<file path="config.mk">
export PLATFORM = sky130hd
export DESIGN_NAME = alu_result_buffer
export DESIGN_NICKNAME = d
export VERILOG_FILES = /design/src/rtl/alu_result_buffer.sv
export SDC_FILE = /design/constraint.sdc
export NUM_CORES = 1
export LEC_CHECK = 0
export BUFFER_PORTS_ARGS = -buffer_cell sky130_fd_sc_hd__buf_2
export CAP_MARGIN = 5
export CORE_MARGIN = 10
export CORE_UTILIZATION = 53
export DETAILED_ROUTE_END_ITERATION = 6
export GPL_ROUTABILITY_DRIVEN = 0
export PLACE_DENSITY = 0.84
export SYNTH_ARGS = -nofsm -noshare
export SYNTH_HDL_FRONTEND = slang
export SYNTH_SLANG_ARGS = --single-unit
</file>
<file path="constraint.sdc">
create_clock -name clk -period 4.2 [get_ports clk]
set_input_delay 1.05 -clock clk [delete_from_list [all_inputs] [get_ports clk]]
set_output_delay 1.05 -clock clk [all_outputs]
set_load 0.1 [all_outputs]
</file>
<file path="src/rtl/alu_result_buffer.sv">
// Writeback-side result buffer behind the ALU. It re-aligns the early valid/address
// with late ALU data, queues results in a small FIFO and drains them over valid/ready.
`timescale 1ns/1ps
module alu_result_buffer #(
  parameter int DATA_WIDTH  = 16,
  parameter int ADDR_WIDTH  = 6,
  parameter int DEPTH       = 4,
  parameter int ALU_LATENCY = 1
) (
  input  logic                     clk,
  input  logic                     reset,
  input  logic                     alu_valid_i,
  input  logic [ADDR_WIDTH-1:0]    alu_addr_i,
  input  logic [DATA_WIDTH-1:0]    alu_data_i,
  input  logic                     alu_cout_i,
  output logic                     stall_o,
  output logic                     wb_valid_o,
  input  logic                     wb_ready_i,
  output logic [ADDR_WIDTH-1:0]    wb_addr_o,
  output logic [DATA_WIDTH-1:0]    wb_data_o,
  output logic                     wb_cout_o,
  output logic [$clog2(DEPTH):0]   count_o,
  output logic                     overflow_o
);

  localparam int PW = $clog2(DEPTH) + 1;  // pointer width incl. wrap bit
  localparam int IW = PW - 1;             // storage index width
  localparam int SW = PW + 2;             // headroom for count + in-flight sum
  localparam logic [SW-1:0] STALL_LEVEL = SW'(DEPTH - 1);

  logic                  tap_valid;
  logic [ADDR_WIDTH-1:0] tap_addr;
  logic [SW-1:0]         in_flight;

  // Alignment delay line: the address travels alongside the ALU pipeline so it
  // meets its data at the tap. It shifts every cycle; there is no enable.
  generate
    if (ALU_LATENCY == 0) begin : g_comb_alu
      assign tap_valid = alu_valid_i;
      assign tap_addr  = alu_addr_i;
      assign in_flight = '0;
    end else begin : g_piped_alu
      logic [ALU_LATENCY-1:0] dl_valid;
      logic [ADDR_WIDTH-1:0]  dl_addr [ALU_LATENCY];

      always_ff @(posedge clk) begin
        if (reset) begin
          dl_valid <= '0;
          for (int i = 0; i < ALU_LATENCY; i++) dl_addr[i] <= '0;
        end else begin
          dl_valid[0] <= alu_valid_i;
          dl_addr[0]  <= alu_addr_i;
          for (int i = 1; i < ALU_LATENCY; i++) begin
            dl_valid[i] <= dl_valid[i-1];
            dl_addr[i]  <= dl_addr[i-1];
          end
        end
      end

      always_comb begin
        in_flight = '0;
        for (int i = 0; i < ALU_LATENCY; i++) in_flight = in_flight + SW'(dl_valid[i]);
      end

      assign tap_valid = dl_valid[ALU_LATENCY-1];
      assign tap_addr  = dl_addr[ALU_LATENCY-1];
    end
  endgenerate

  logic [PW-1:0]         wr_ptr;
  logic [PW-1:0]         rd_ptr;
  logic [PW-1:0]         count_q;
  logic                  overflow_q;
  logic [ADDR_WIDTH-1:0] mem_addr [DEPTH];
  logic [DATA_WIDTH-1:0] mem_data [DEPTH];
  logic [DEPTH-1:0]      mem_cout;
  logic                  full;
  logic                  empty;
  logic                  push;
  logic                  pop;
  logic [SW-1:0]         occupancy;

  assign empty = (wr_ptr == rd_ptr);
  assign full  = (wr_ptr[PW-1] != rd_ptr[PW-1]) && (wr_ptr[IW-1:0] == rd_ptr[IW-1:0]);

  // Handshake: a transfer happens on every cycle where wb_valid_o and wb_ready_i
  // are both high; while wb_valid_o is high and wb_ready_i low the head is held.
  assign pop  = wb_valid_o & wb_ready_i;
  assign push = tap_valid & (~full | pop);

  // Payload storage carries no reset; empty-forcing keeps outputs clean.
  always_ff @(posedge clk) begin
    if (push) begin
      mem_addr[wr_ptr[IW-1:0]] <= tap_addr;
      mem_data[wr_ptr[IW-1:0]] <= alu_data_i;
      mem_cout[wr_ptr[IW-1:0]] <= alu_cout_i;
    end
  end

  always_ff @(posedge clk) begin
    if (reset) begin
      wr_ptr     <= '0;
      rd_ptr     <= '0;
      count_q    <= '0;
      overflow_q <= 1'b0;
    end else begin
      if (push) wr_ptr <= wr_ptr + PW'(1);
      if (pop)  rd_ptr <= rd_ptr + PW'(1);
      case ({push, pop})
        2'b10:   count_q <= count_q + PW'(1);
        2'b01:   count_q <= count_q - PW'(1);
        default: count_q <= count_q;
      endcase
      // A result reaching a full buffer with no pop is lost; flag it until reset.
      if (tap_valid && full && !pop) overflow_q <= 1'b1;
    end
  end

  assign wb_valid_o = (count_q != '0);
  assign wb_addr_o  = empty ? '0 : mem_addr[rd_ptr[IW-1:0]];
  assign wb_data_o  = empty ? '0 : mem_data[rd_ptr[IW-1:0]];
  assign wb_cout_o  = empty ? 1'b0 : mem_cout[rd_ptr[IW-1:0]];
  assign count_o    = count_q;
  assign overflow_o = overflow_q;

  // Counting in-flight results reserves a slot for everything already issued,
  // so an op issued while stall_o is low always finds room.
  assign occupancy = SW'(count_q) + in_flight;
  assign stall_o   = (occupancy >= STALL_LEVEL);

endmodule

</file>
==> results of run 1 <==
[layer usage]
layer	vias to the layer above	track usage	routed length (um)
met5	-	0	7
met4	2	0.0394	100
met3	17	0.0429	450
met2	58	0.214	3800
met1	1129	0.148	3250
li1	1058	-	-
[critical path, stage by stage (launching register included)]
cell	delay [ns]
dfxtp_1	0.36
xnor2_1	0.43
nor3b_4	0.66
buf_4	0.30
nor2b_1	0.07
buf_2	0.29
[how the worst max path moves through the flow]
stage / slack, ns / to / startpoint
2_1_floorplan: 0.20 / stall_o / count_o[0]
3_3_place_gp: 1.15 / wb_data_o[3] / rd_ptr[2]
3_5_place_dp: 1.06 / wb_data_o[15] / rd_ptr[2]
4_1_cts: 0.64 / wb_data_o[15] / rd_ptr[2]
5_1_grt: 0.52 / wb_data_o[3] / rd_ptr[2]
6_report: 0.67 / wb_data_o[15] / rd_ptr[2]
[cells in the final DEF, fill, tap and decap left out, drive strengths merged]
master / instances
o311ai: 2
a22o: 1
o21ai: 1
mux2i: 1
a31oi: 1
a21boi: 1
mux4: 23
ha: 7
nor3b: 1
a21oi: 4
nor3: 3
and3b: 1
nand3b: 1
clkbuf: 10
fa: 1
nand3: 3
o41a: 1
xor2: 3
nor2: 10
buf: 61
mux2: 1
nor2b: 31
nand2: 9
o31ai: 2
inv: 9
clkinv: 2
or3: 1
dfxtp: 19
a311oi: 1
edfxtp: 92
o31a: 2
and2: 3
xnor2: 3
[layout make-up]
cell class              instances  area (um2)  area share
clock inverters                 6        62.6      0.0124
flip-flops and latches        111        3140       0.624
multi-input cells             118        1230       0.245
well taps                     105         131      0.0261
repair buffers                 61         320      0.0636
clock buffers                  10         128      0.0253
inverters                       5        18.8     0.00372
[cells by family after synthesis]
kind of cell               Yosys count  synth area share
DFF                                111             0.709
and+or+nand+nor                     63            0.0798
muxes                               25             0.123
AOI/OAI and AO/OA                   16            0.0333
buffers and inverters               15            0.0155
adders and majority gates            8            0.0243
xor gates and xnor gates             6            0.0152
[flip-flops by register name, summed over array words and instances, names as in the netlist, named ones only]
signal,count
mem_addr,24
g_piped_alu.dl_valid,1
mem_cout,4
g_piped_alu.dl_addr,6
count_o,3
rd_ptr,3
mem_data,64
overflow_o,1
wr_ptr,3
[stage by stage]
step / setup slack (ns) / utilization / hold slack, ns / power (W) / area [um2]
2_1_floorplan: 0.196 / - / 0.438 / 0.00236 / 4440
3_3_place_gp: 1.15 / 0.593 / 0.446 / 0.00253 / 4850
3_5_place_dp: 1.06 / 0.593 / 0.459 / 0.00255 / 4850
4_1_cts: 0.643 / 0.616 / 0.479 / 0.00314 / 5040
5_1_grt: 0.525 / 0.616 / 0.507 / 0.00325 / 5040
6_report: 0.673 / 0.616 / 0.474 / 0.00311 / 5040
[power breakdown]
group          leakage [nW]  internal, W  switching (W)
combinational         0.682     0.000280       0.000913
clock                0.0965     0.000233       0.000369
sequential            0.996      0.00123      0.0000856
==> metrics.txt, run 1 <==
Cell variety after synth 39; Arr. time, crit path 2.48 ns; global-route wire length before repair 12,600 um; Max-Cap Viols 0; synthesized instance count 244; WHS Endpoint mem_addr[0][5]; Most used DFF post-synth edfxtp_1; Final Max Slew Viols 0; synth top area cells edfxtp_1 62%, mux4_2 11%, dfxtp_1 8.6%, nor2b_1 4.4%, ha_1 2.0%; Ant. Diodes 0; unrepaired setup endpoints after global routing false; grt total ovfl 0; DR DRC count 0; # H-tree levels 3; Die ar. 0.0124 mm2; initial antenna violation count 1; Worst-Skew Late Latency 0.37 ns; Fin. Hold Viols 0; Syn Std Cell Area 0.00444 mm2; Crit Path Class reg2out; Mapped Avg Cell Area 18.2 um2; FF-to-FF path depth 7; final WL 7610 um; Pwr Density 618 mW/mm2; core area 0.00818 mm2; FP Rows 33; Synth area leader edfxtp_1; Clock Tree Buf Depth 2; # nets final 341; Clock Skew 0.0106 ns; Yosys reg bits 111; top cells by count, synth 92 x edfxtp_1, 31 x nor2b_1, 22 x mux4_2; vias in the first global route 2,464; TritonCTS Buffers 9; setup TNS 0 ns; Required @ worst endpoint 3.15 ns; # port buffers 55; CP Max Fanout 13; Final period util 0.840; vias per std cell 5.44; Worst R2R End count_o[2]; Starting Density 0.543; Die Ht 111 um; ys async rst share 0; post-CTS sizing 0; status finished clean; CTS tree yes; minimum clock period 3.53 ns; sequential fraction of the synthesis area 0.709; largest net degree at the start of global routing 24; YS warnings 0; final setup fails 0; Sink Count 111; type of origin of the critical path flip-flop; Hold Startpoint g_piped_alu.dl_addr[0][5]; Worst-Margin Slew 0.782 ns; DRT Pass-1 Iters 4; Layout area overhead 13.6%; root buffer cell clkbuf_8; DP Wirelength 5100 um; worst vdd ir 0.556 mV; Hold Path Class reg2reg; FMAX 284 MHz; Hold-fix buffers, CTS 0; number of synthesized flops with an enable pin 92; Net Count, Synth 279; DR vias 2,264; worst r2r src count_o[0]; post-CTS setup buffers 0; fin cells 416; GRT Total Usage 0.126; Hold Path Depth 0; IO Count 56; layout cell share with drive strength beyond 1 0.350; Antenna Nets Post-Route 0; Routed wire per std cell 18.3 um; R2R Setup Slk 1.94 ns; Relative slew margins 0.479; Iter 0 DRT Violations 109; crit end category output port; Clock transition at path regs 0.11 ns; Synth top area share 0.623; fill count 589; Leak 1.77 nW; placed cell count 400; most frequent cell after synthesis edfxtp_1; die width 111 um
(Power assumes the default switching activity.)
==> run 2, diff against run 1 <==
Clock period 4.2 ns to 3.66 ns, I/O delays scaled along.
==> metrics.txt, run 2 (synthesis results as in run 1) <==
status finished clean; Leak 1.77 nW (-0.40%); IO Count 56 (unchanged); core area 0.00818 mm2 (unchanged); fin cells 415 (-0.24%); global-route wire length before repair 12,500 um (-0.77%); Sink Count 111 (unchanged); cell-internal power 0.00199 W (+14%); R2R Setup Slk 1.33 ns (-0.61 ns); clock power share 0.187 (-0.006); commonest cells after routing, fill and taps aside 92 x edfxtp_1, 55 x buf_2, 31 x nor2b_1; root buffer cell clkbuf_8; most common cell after layout, fill and taps aside edfxtp_1; Starting Density 0.543 (unchanged); DP Wirelength 5500 um (+7.8%); Min Hold Slack 0.474 ns (+0.000533 ns); Crit Path Class reg2out; minimum clock period 3.41 ns; Die Ht 111 um (unchanged); Layout area overhead 13.4%; Final Cell Area 0.00503 mm2 (-0.17%); DRT Pass-1 Iters 4 (unchanged); Sw Ratio 0.439 (-0.000478); dpl cell area 0.00485 mm2 (about the same); Core Util, Final 0.615 (-0.00107); Worst-Skew Late Latency 0.37 ns (about the same); Fin. Hold Viols 0 (unchanged); Clock Tree Buf Depth 2 (unchanged); FF-to-FF path depth 7 (unchanged); FP Rows 33 (unchanged); die width 111 um (unchanged); Psw 0.00156 W (+14%); Hold Path Class reg2reg; Clock transition at path regs 0.10 ns (about the same); vias in the first global route 2,372 (-3.7%); type of origin of the critical path flip-flop; Clock Skew 0.0120 ns (+0.00136 ns); Antenna Nets Post-Route 0 (unchanged); Required @ worst endpoint 2.74 ns (-0.41 ns); layout cell share with drive strength beyond 1 0.348 (-0.00210); Hold Path Depth 0 (unchanged); TritonCTS Buffers 9 (unchanged); post-CTS setup buffers 0 (unchanged); CP Max Fanout 23 (+10); grt total ovfl 0 (unchanged); Pwr Density 706 mW/mm2 (+14%); # nets final 340 (-0.29%); Hold Startpoint g_piped_alu.dl_addr[0][5]; Worst R2R End count_o[2]; post-CTS sizing 0 (unchanged); DR vias 2,239 (-1.1%); # H-tree levels 3 (unchanged); worst vdd ir 0.577 mV (+3.7%); Hold-fix buffers, CTS 0 (unchanged); CTS tree yes; Arr. time, crit path 2.49 ns (about the same); placed cell count 399 (-0.25%); sequential share of power 0.416 (-0.008); FMAX 293 MHz; final setup fails 0 (unchanged); initial antenna violation count 0 (-1); worst r2r src count_o[2]; setup TNS 0 ns (unchanged); # port buffers 55 (unchanged); Iter 0 DRT Violations 102 (-6.4%); final WL 7960 um (+4.7%); WHS Endpoint mem_addr[2][5]; largest net degree at the start of global routing 24 (unchanged); unrepaired setup endpoints after global routing false; Routed wire per std cell 19.2 um (+4.9%); Max-Cap Viols 0 (unchanged); Relative slew margins 0.328 (-0.151); DR DRC count 0 (unchanged); Final Max Slew Viols 0 (unchanged); Die ar. 0.0124 mm2 (unchanged); GRT Total Usage 0.127 (+0.00101); Ant. Diodes 0 (unchanged); Final period util 0.931; crit end category output port; Largest register FFs 64 (unchanged); combinational share of power 0.397 (+0.014); vias per std cell 5.40 (-0.87%); Worst-Margin Slew 1.01 ns (+0.225 ns)
[run 2: critical path: stages (launching register included)]
cell	delay (ns)
dfxtp_1	0.35
xnor2_1	0.40
nor3b_4	0.91
nor2b_1	0.12
buf_2	0.34
[run 2: worst max-delay path by stage]
stage / start / end / slack, ns / cells after the start
5_1_grt: rd_ptr[2] / wb_data_o[15] / 0.04 / 4
6_report: rd_ptr[2] / wb_addr_o[2] / 0.25 / 4
4_1_cts: rd_ptr[2] / wb_addr_o[2] / 0.21 / 4
2_1_floorplan: count_o[0] / stall_o / 0.31 / 4
3_3_place_gp: rd_ptr[2] / wb_addr_o[3] / 0.72 / 4
3_5_place_dp: rd_ptr[2] / wb_addr_o[2] / 0.62 / 4
[run 2: per-stage QoR]
step           power (W)  setup slack (ns)
3_5_place_dp     0.00293             0.618
3_3_place_gp     0.00291             0.721
4_1_cts          0.00358             0.206
6_report         0.00355             0.252
5_1_grt          0.00368            0.0366
2_1_floorplan    0.00271             0.313
[run 2: power groups by stage]
stage                     combinational (W)  sequential [W]  clock [W]
after global placement              0.00141         0.00150          0
after floorplan                     0.00115         0.00155          0
after detailed placement            0.00143         0.00150          0
after CTS                           0.00143         0.00148   0.000676
after global routing                0.00147         0.00148   0.000721
final                               0.00141         0.00147   0.000665
[run 2: cell type report]
class                           count  area (um2)
Multi-Input combinational cell    118        1240
Fill cell                         596        3150
Clock buffer                        9         124
Clock inverter                      7        53.8
Tap cell                          105         131
Sequential cell                   111        3140
Inverter                            5        18.8
Timing Repair Buffer               60         313
[run 2: metal layers]
metal / up-vias / track usage / part of all wire
li1: 1056 / - / -
met1: 1114 / 0.150 / 0.42
met2: 59 / 0.215 / 0.52
met3: 10 / 0.0306 / 0.055
met4: 0 / 0.0591 / 0.012
met5: - / 0 / 0
==> run 3, diff against run 2 <==
Settings changed: CORE_UTILIZATION 53 to 57, CTS_CLUSTER_SIZE set to 10, GPL_TIMING_DRIVEN set to 0, PLACE_DENSITY 0.84 to 0.89.
==> metrics.txt, run 3 (synthesis results as in run 1) <==
status finished clean; final WL 8190 um (+2.8%); post-CTS sizing 0 (unchanged); DR DRC count 0 (unchanged); commonest cells after routing, fill and taps aside 92 x edfxtp_1, 58 x buf_2, 31 x nor2b_1; Ant. Diodes 0 (unchanged); minimum clock period 3.26 ns (-0.144 ns); Max-Cap Viols 0 (unchanged); setup TNS 0 ns (unchanged); Antenna Nets Post-Route 0 (unchanged); Final Cell Area 0.00504 mm2 (+0.27%); Required @ worst endpoint 2.74 ns (about the same); fill count 527 (-12%); die width 108 um (-2.9%); Hold Path Class reg2reg; FF/Latch Area 0.00314 mm2 (about the same); Starting Density 0.580 (+0.0375); dpl cell area 0.00485 mm2 (about the same); Hold-fix buffers, CTS 0 (unchanged); Pwr Density 719 mW/mm2 (+1.9%); max incr delay on CP 0.48 ns (-0.43 ns); Place WS 0.769 ns (+0.150 ns); DR vias 2,344 (+4.7%); Clock transition at path regs 0.09 ns (about the same); critical path's slowest cell nor3b_2; Iter 0 DRT Violations 148 (+45%); final setup fails 0 (unchanged); DP Wirelength 5580 um (+1.5%); FMAX 306 MHz (+4.4%); global-route wire length before repair 12,800 um (+2.8%); PnR worst setup slack 0.396 ns (+0.144 ns); # H-tree levels 3 (unchanged); area of the multi-input gates 0.00124 mm2 (-0.50%); Fin. Hold Viols 0 (unchanged); FP Rows 32 (-3.0%); vias per std cell 5.63 (+4.4%); CP Max Fanout 10 (-57%); worst vdd ir 0.616 mV (+6.8%); GRT Total Usage 0.144 (+0.0172); Core Util, Final 0.660 (+0.0443); Clock Skew 0.0121 ns (+0.000163 ns); # nets final 344 (+1.2%); Worst-Margin Slew 1.23 ns (+0.228 ns); Worst-Skew Late Latency 0.37 ns (about the same); largest net degree at the start of global routing 24 (unchanged); grt total ovfl 0 (unchanged); TritonCTS Buffers 9 (unchanged); core area 0.00765 mm2 (-6.5%); CTS tree yes; post-CTS setup buffers 0 (unchanged); Die Ht 108 um (-2.9%); unrepaired setup endpoints after global routing false; most common cell after layout, fill and taps aside edfxtp_1; # port buffers 54 (-1.8%); Arr. time, crit path 2.35 ns (-0.14 ns); Clock Tree Buf Depth 2 (unchanged); Layout area overhead 13.7%; Largest register FFs 64 (unchanged); Die ar. 0.0117 mm2 (-5.8%); IO Count 56 (unchanged); crit end category output port; Routed wire per std cell 19.7 um (+2.6%); Final period util 0.892 (-0.0393); layout cell share with drive strength beyond 1 0.341 (-0.00762); vias in the first global route 2,548 (+7.4%); Leak 1.76 nW (-0.18%); Relative slew margins 0.177 (-0.151); Crit Path Class reg2out; Most common cell on crit path buf_2; initial antenna violation count 1 (+1); type of origin of the critical path flip-flop; DRT Pass-1 Iters 4 (unchanged); root buffer cell clkbuf_8; CP cell instances xnor2_1 -> nor3b_2 -> buf_2 -> nor2b_1 -> buf_2; Sink Count 111 (unchanged); Final Max Slew Viols 0 (unchanged)
==> run 3: worst max-delay path, delay by kind of cell, from the launching register on <==
kind / cells / cell delay, ns
xor+xnor: 1 / 0.43
buf+inv: 2 / 0.62
simple gates: 2 / 0.57
flops: 1 / 0.35
==> run 3: final cells by class <==
class / count / share of cell area
flip-flops and latches: 111 / 0.623
multi-input cells: 118 / 0.246
repair buffers: 54 / 0.0536
clock buffers: 10 / 0.0253
well taps: 102 / 0.0253
clock inverters: 6 / 0.0134
plain buffers: 10 / 0.00992
inverters: 5 / 0.00372
==> run 3: routing by layer <==
metal | track usage | share of wire | vias up
li1 | - | - | 1065
met1 | 0.160 | 0.39 | 1191
met2 | 0.250 | 0.52 | 65
met3 | 0.0482 | 0.059 | 21
met4 | 0.0601 | 0.022 | 2
met5 | 0 | 0.0012 | -
==> run 3: metrics by stage <==
stage          hold slack, ns  cells  power [W]
4_1_cts                 0.480    416    0.00365
2_1_floorplan           0.438    244    0.00271
3_5_place_dp            0.471    400    0.00295
6_report                0.484    416    0.00363
3_3_place_gp            0.449    400    0.00292
5_1_grt                 0.500    416    0.00375
==> run 3: worst paths after layout <==
path	startpoint	to	slack, ns	cells past startpoint
setup reg to reg	rd_ptr[2]	mem_data[1][12]	1.24	3
hold reg to reg	g_piped_alu.dl_addr[0][0]	mem_addr[0][0]	0.48	0
setup / recovery	rd_ptr[2]	wb_addr_o[1]	0.40	5
hold / removal	g_piped_alu.dl_addr[0][0]	mem_addr[0][0]	0.48	0
==> run 3: power by group <==
| part | switching [W] | leakage [nW] | internal, W |
|---|---|---|---|
| combinational | 0.00111 | 0.675 | 0.000329 |
| clock | 0.000396 | 0.0933 | 0.000320 |
| sequential | 0.0000536 | 0.996 | 0.00142 |
